==> src/rtl/output_gather_pe.sv <==
// Output gather stage: accumulates PE partial sums per tile, requantises with
// shift/ReLU/saturation, then drains the results LANES elements per beat.
module output_gather_pe #(
  parameter  int NUM_PE = 16,
  parameter  int PSUM_W = 32,
  parameter  int OUT_W  = 16,
  parameter  int LANES  = 4,
  localparam int BEATS  = NUM_PE / LANES,
  localparam int BEAT_W = (BEATS > 1) ? $clog2(BEATS) : 1
) (
  input  logic                      clk,
  input  logic                      rst,
  input  logic [NUM_PE*PSUM_W-1:0]  pe_psum,
  input  logic                      pe_valid,
  output logic                      pe_ready,
  input  logic                      tile_first,
  input  logic                      tile_last,
  input  logic                      relu_en,
  input  logic [4:0]                out_shift,
  output logic [LANES*OUT_W-1:0]    obuf_data,
  output logic [BEAT_W-1:0]         obuf_beat,
  output logic                      obuf_valid,
  input  logic                      obuf_ready,
  output logic                      tile_done,
  output logic                      sat_flag
);

  // state | meaning
  // IDLE  | no tile open, next accept overwrites the accumulators
  // ACC   | tile open, accepts accumulate unless tile_first
  // QNT   | one cycle: requantise all accumulators into the result buffer
  // DRN   | present result beats to the output buffer
  typedef enum logic [1:0] {S_IDLE, S_ACC, S_QNT, S_DRN} state_t;

  localparam logic signed [PSUM_W-1:0] MAXV = PSUM_W'((1 << (OUT_W-1)) - 1);
  localparam logic signed [PSUM_W-1:0] MINV = ~MAXV;

  state_t state_q, state_d;

  logic signed [PSUM_W-1:0]            acc     [NUM_PE];
  logic signed [PSUM_W-1:0]            shifted [NUM_PE];
  logic        [BEATS-1:0][LANES*OUT_W-1:0] qbuf, qpack;
  logic        [BEAT_W-1:0]            beat_q;
  logic        [4:0]                   shift_r;
  logic                                relu_r;
  logic                                sat_any;
  logic                                accept;
  logic                                last_beat;
  logic                                overwrite;

  assign accept    = pe_valid & pe_ready;
  assign last_beat = (beat_q == BEAT_W'(BEATS-1));
  assign overwrite = (state_q == S_IDLE) | tile_first;

  always_ff @(posedge clk) begin
    if (rst) state_q <= S_IDLE;
    else     state_q <= state_d;
  end

  always_comb begin
    state_d = state_q;
    case (state_q)
      S_IDLE, S_ACC: if (accept) state_d = tile_last ? S_QNT : S_ACC;
      S_QNT:         state_d = S_DRN;
      S_DRN:         if (obuf_ready && last_beat) state_d = S_IDLE;
      default:       state_d = S_IDLE;
    endcase
  end

  always_comb begin
    pe_ready   = (state_q == S_IDLE) || (state_q == S_ACC);
    obuf_valid = (state_q == S_DRN);
    obuf_beat  = beat_q;
    obuf_data  = '0;
    if (state_q == S_DRN) obuf_data = qbuf[beat_q];
  end

  // Floor shift, then ReLU, then clip to the signed output range.
  always_comb begin
    sat_any = 1'b0;
    qpack   = '0;
    for (int k = 0; k < NUM_PE; k++) begin
      shifted[k] = acc[k] >>> shift_r;
      if (relu_r && shifted[k][PSUM_W-1]) begin
        qpack[k/LANES][(k%LANES)*OUT_W +: OUT_W] = '0;
      end else if (shifted[k] > MAXV) begin
        qpack[k/LANES][(k%LANES)*OUT_W +: OUT_W] = MAXV[OUT_W-1:0];
        sat_any = 1'b1;
      end else if (shifted[k] < MINV) begin
        qpack[k/LANES][(k%LANES)*OUT_W +: OUT_W] = MINV[OUT_W-1:0];
        sat_any = 1'b1;
      end else begin
        qpack[k/LANES][(k%LANES)*OUT_W +: OUT_W] = shifted[k][OUT_W-1:0];
      end
    end
  end

  always_ff @(posedge clk) begin
    if (rst) begin
      for (int k = 0; k < NUM_PE; k++) acc[k] <= '0;
      qbuf      <= '0;
      beat_q    <= '0;
      shift_r   <= '0;
      relu_r    <= 1'b0;
      sat_flag  <= 1'b0;
      tile_done <= 1'b0;
    end else begin
      tile_done <= 1'b0;
      if (accept) begin
        for (int k = 0; k < NUM_PE; k++) begin
          if (overwrite) acc[k] <= pe_psum[k*PSUM_W +: PSUM_W];
          else           acc[k] <= acc[k] + pe_psum[k*PSUM_W +: PSUM_W];
        end
        if (overwrite) sat_flag <= 1'b0;
        if (tile_last) begin
          relu_r  <= relu_en;
          shift_r <= out_shift;
        end
      end
      if (state_q == S_QNT) begin
        qbuf   <= qpack;
        beat_q <= '0;
        if (sat_any) sat_flag <= 1'b1;
      end
      if ((state_q == S_DRN) && obuf_ready) begin
        if (last_beat) begin
          beat_q    <= '0;
          tile_done <= 1'b1;
        end else begin
          beat_q <= beat_q + BEAT_W'(1);
        end
      end
    end
  end

endmodule

==> config.mk <==
export PLATFORM = sky130hd
export DESIGN_NAME = output_gather_pe
export DESIGN_NICKNAME = d
export VERILOG_FILES = /design/src/rtl/output_gather_pe.sv
export SDC_FILE = /design/constraint.sdc
export NUM_CORES = 2
export LEC_CHECK = 0
export ABC_CLOCK_PERIOD_IN_PS = 18700
export BUFFER_PORTS_ARGS = -buffer_cell sky130_fd_sc_hd__buf_2
export CORE_MARGIN = 4
export CORE_UTILIZATION = 44
export DETAILED_ROUTE_END_ITERATION = 12
export SKIP_CTS_REPAIR_TIMING = 1
export SLEW_MARGIN = 10
export SYNTH_ARGS = -nofsm -noshare
export SYNTH_HDL_FRONTEND = slang
export SYNTH_SLANG_ARGS = --single-unit
==> constraint.sdc <==
create_clock -name clk -period 18.7 [get_ports clk]
set_input_delay 1.87 -clock clk [delete_from_list [all_inputs] [get_ports clk]]
set_output_delay 1.87 -clock clk [all_outputs]
set_load 0.01 [all_outputs]
== Word-level counts from Yosys, hierarchy flattened ==
Memory sizes are Yosys's and may differ from the RTL's.
Cells that the tools add are included.
Operators by class
  add/subtract/negate cells: 17
  order comparisons: 33
  eq/ne operators: 6
  shift-type cells: 16
  mux-type cells: 153
  bitwise logic cells: 35
  reductions and logical operators: 25
Operators by type and width (number)
  $mux W32: 32
  $mux W16: 48
  $add A32 B32 Y32: 16
  $gt A32 B16 Y1 const B: 16
  $lt A32 B16 Y1 const B: 16
  $sshr A32 B5 Y32: 16
  $bmux W64 S2: 1
  $mux W64: 2
  $mux W1: 63
  $or A1 B1 Y1: 33
  $logic_and A1 B1 Y1: 18
  $mux W2: 6
  $eq A2 B2 Y1 const B: 3
  $pmux W2 S3: 1
  $reduce_and A2 Y1: 2
  $reduce_or A2 Y1: 2
  $lt A2 B3 Y1 const B: 1
  $add A2 B1 Y2 const B: 1
  $eq A2 B1 Y1 const B: 1
  $logic_not A2 Y1: 1
  $ne A2 B1 Y1 const B: 1
  $ne A2 B2 Y1 const B: 1
  $reduce_bool A2 Y1: 1
  $and A1 B1 Y1: 1
  2 further kinds: 2
Storage, ports and cells
  register bits: 268
  bits in writable memories: 512
  input bits: 524
  output and inout bits: 70
  logic and storage cells: 296
  memories: 1
Memories
  acc: words 16, bits a word 32, rd ports 16, clocked after memory_dff 0, wr ports 16, line 40  | logic signed [PSUM_W-1:0] acc [NUM_PE];

== Longest topological paths before layout ==
  depth after elaboration: 52
  gate-level depth with buffers: 20
  gate-level depth less buffers: 14

== Least setup slack after synthesis ==
Ideal clock, no wire load.
  kind: input -> register
  start: input port rst
  end: memory acc[0][0] (enable)
  library setup time: 3673 ps
  arrival time: 11027 ps
  required time: 15027 ps
  path slack: 4001 ps
  stages: 5
  path buffers: 3
  path through: clkbuf_1 -> inv_2 -> clkbuf_1 -> buf_1 -> nand2_1
RTL lines
  start, declared: line 12  | input logic rst,
  end, declared: line 40

== Final worst setup path ==
  start: register shift_r[1]
  end: register sat_flag
On the way
  word-level cells in the longest chain between the ends: 52
  elaborated cells between the ends (all ways): 114
  those cells by class: order compare: 32; shift: 16; mux: 50; reduce/logical: 16
Ends and longest elaborated chain
  start, declared: line 44  | logic [4:0] shift_r;
  start signal, assigned: line 117  | shift_r <= out_shift;
  $sshr A32 B5 Y32: line 83  | shifted[k] = acc[k] >>> shift_r;
  $lt A32 B16 Y1: line 89  | end else if (shifted[k] < MINV) begin
  $mux W1: line 89
  $mux W1: line 86  | end else if (shifted[k] > MAXV) begin
  $mux W1: line 84  | if (relu_r && shifted[k][PSUM_W-1]) begin
  $mux W1: line 89
  $mux W1: line 86
  $mux W1: line 84
  [36 not listed]
  $mux W1: line 89
  $mux W1: line 86
  $mux W1: line 84
  $mux W1: line 89
  $mux W1: line 86
  $mux W1 *: line 84
  $mux W1 *: line 123  | if (sat_any) sat_flag <= 1'b1;
  $mux W1 *: line 120  | if (state_q == S_QNT) begin
  end signal, assigned: line 105  | sat_flag <= 1'b0;
  end signal, assigned: line 114  | if (overwrite) sat_flag <= 1'b0;
  end signal, assigned: line 123
  end, declared: line 25  | output logic sat_flag
Mark *: on every way between the ends. The rest lies on a longest branch, timed or not.
A chain may end at the register's enable or synchronous reset.

==> flow_metrics.tcl <==
set metrics [dict create \
    whs_endpoint "qbuf[170]$_SDFFE_PP0P_" \
    synthCells 10400 \
    io_pins 594 \
    holdWs_ns 0.453 \
    yosys_warnings 0 \
    power.density_nw_per_um2 78.1 \
    grt_pass1_vias 78000 \
    worst_setup_path_end_kind "flop" \
    fin_util 0.483 \
    setup_viol 0 \
    grt_pass1_wl_um 512000 \
    portBuffers 593 \
    holdPathStages 2 \
    fin_cells 13100 \
    path_max_fanout 145 \
    die_y_um 445 \
    drt_wl_total_um 348000 \
    final_max_slew_viol_count 0 \
    synthArstFlopShare 0 \
    timing.rr.end "sat_flag$_SDFF_PP0_" \
    synth_area_leaders "edfxtp_1 (18%), mux4_2 (8.6%), nand2_1 (7.5%), ha_1 (7.4%), a21oi_1 (6.9%)" \
    grt_max_degree 209 \
    dr.first_iter.drc_count 10400 \
    worst_slew_pin_slew_ns 1.19 \
    track_usage 0.337 \
    multiInputGateArea_sq_um 59500 \
    syn-cell-area_sq_um 84000 \
    final_cell_mix "nand2_1 (1673), a21oi_1 (1165), o21ai_0 (862), nor2_1 (830), buf_2 (592)" \
    row_count 160 \
    cts_root_buf "clkbuf_16" \
    p_total_mw 7.16 \
    cts_max_path_buffers 3 \
    clock_latency_ns 0.80 \
    drive_gt1_frac 0.139 \
    r2r-start "shift_r[1]$_SDFFE_PP0P_" \
    final_common_cell "nand2_1" \
    dieArea_sq_um 198000 \
    die_x_um 445 \
    hold_violations 0 \
    htree_levels 3 \
    hold_path.class "reg2reg" \
    cts_inserted_buffers 103 \
    max-slew-margin-rel 0.198 \
    dr_total_vias 84900 \
    violations "antenna rules" \
    finalClockSkew_ns 0.0566 \
    place_hpwl_um 267000 \
    syn_avg_cell_area_sq_um 8.06 \
    syn_nets 11500 \
    hp-start "qbuf[170]$_SDFFE_PP0P_" \
    crit_path_start_kind "flop" \
    yosysTopAreaCell "edfxtp_1" \
    grt_overflow 0 \
    core-area_sq_um 190000 \
    finalSetupTns_ns 0 \
    antenna_found_initial 86 \
    path_clk_slew_ns 0.06 \
    status "finished, violations left" \
    peakVddDrop_uv 74.0 \
    cts_tree "built" \
    rsz0062_at_grt "false" \
    yosys.cell_types.count 107 \
    fin_crit_ns 6.80 \
    ant_nets 2 \
    worstSetupPathType "reg2reg" \
    cts_num_sinks 780 \
    cp.arrival_ns 7.42 \
    gp_congestion 1.02 \
    p_leak_nw 37.1 \
    first_pass_iters 6 \
    finalCritPeriodShare 0.363 \
    area_delta_synth_final_pct 9.19 \
    fillers 18400 \
    synth_edf_count 512 \
    yosys.area.top_type_share 0.183 \
    ys_ff_latch 780 \
    drt-vias-per-instance 6.46 \
    regArea_sq_um 20800 \
    maxCapViolations 0 \
    fin_nets 11500 \
    start_util 0.442 \
    ys_seq_area_frac 0.247 \
    wl_per_cell_um 26.5 \
    placedCellCount 12900 \
    crit_required_ns 19.32 \
    reg2reg_depth 13 \
    fmax_mhz 147 \
    r2r_setup_slack_ns 11.90 \
    drc_errors 0 \
    synthFlopType "edfxtp_1" \
]
report_power, final:
part           switching (mW)  internal [mW]
Sequential              0.268           2.01
Combinational            1.62           1.03
Clock                   0.928           1.30
Total                    2.82           4.34
routing by layer:
metal / track usage / up-vias / wire length [um]
met5: 0.00244 / - / 342
met4: 0.109 / 40 / 12900
met3: 0.0736 / 616 / 35900
met2: 0.508 / 4153 / 150000
met1: 0.478 / 41100 / 149000
li1: - / 39000 / -
worst max path at each step:
stage                       startpoint                      end
3_3_place_gp                       rst  acc[0][2]$_SDFFCE_PN0P_
6_report       shift_r[1]$_SDFFE_PP0P_      sat_flag$_SDFF_PP0_
4_1_cts        shift_r[1]$_SDFFE_PP0P_      sat_flag$_SDFF_PP0_
2_1_floorplan                      rst  acc[0][0]$_SDFFCE_PN0P_
5_1_grt        shift_r[1]$_SDFFE_PP0P_      sat_flag$_SDFF_PP0_
3_5_place_dp                       rst  acc[0][2]$_SDFFCE_PN0P_
state kept, by name, indices dropped and copies added, names as in the netlist:
name       cells
acc          512
qbuf         256
shift_r        5
obuf_beat      2
state_q        2
relu_r         1
sat_flag       1
tile_done      1
worst max-delay path, stage by stage, from the launching register on:
cell and delay [ns]:
dfxtp_4 0.85, buf_4 0.72, buf_12 0.50, buf_4 0.90, mux4_2 0.59, nand2_1 0.11, nand2_1 0.07, o21ai_0 0.35
nand4_1 0.16, o311ai_2 0.82, inv_1 0.29, or3b_1 0.43, nor4_1 0.27, a221oi_1 0.11
final cells by class:
class / count / share of cell area
multi-input combinational: 8744 / 0.649
sequential: 780 / 0.226
timing repair buffer: 691 / 0.0413
tap: 2511 / 0.0342
clock buffer: 128 / 0.0312
clock inverter: 67 / 0.00946
inverter: 171 / 0.00732
antenna: 57 / 0.00155
Yosys cell counts, drive strengths merged, types with 23 or more instances:
master,count
a211o,23
a211oi,162
a21o,239
a21oi,1166
a221oi,26
a22oi,23
a311oi,40
a31o,27
a31oi,171
and2,45
and3,88
buf,306
clkbuf,428
dfxtp,268
edfxtp,512
ha,497
inv,170
mux2,180
mux2i,389
mux4,321
nand2,1677
nand2b,90
nand3,311
nand4,48
nor2,839
nor2b,171
nor3,136
nor4,45
o211ai,133
o21a,107
o21ai,874
o21bai,46
o22ai,23
o31ai,57
or2,25
or3,45
xnor2,194
xor2,180
metrics by stage:
stage / worst slack (ns) / cell area, sq um
floorplan: 4.00 / 84000
global placement: 11.90 / 87900
detailed placement: 11.82 / 87900
CTS: 12.10 / 91600
global route: 11.59 / 91700
finish: 11.90 / 91800
kinds of logic (layout without fill, tap and decap cells):
kind of cell    Yosys count  after routing  synth area share
simple gates           3622           3622             0.191
compound gates         3345           3345             0.242
buf+inv                 905           1057            0.0466
mux                     890            890             0.157
flops                   780            780             0.247
fa+ha+maj               513            513            0.0778
xor+xnor                374            374            0.0390
other cells               0             57                 0
Power figures use the tool's default switching activity.
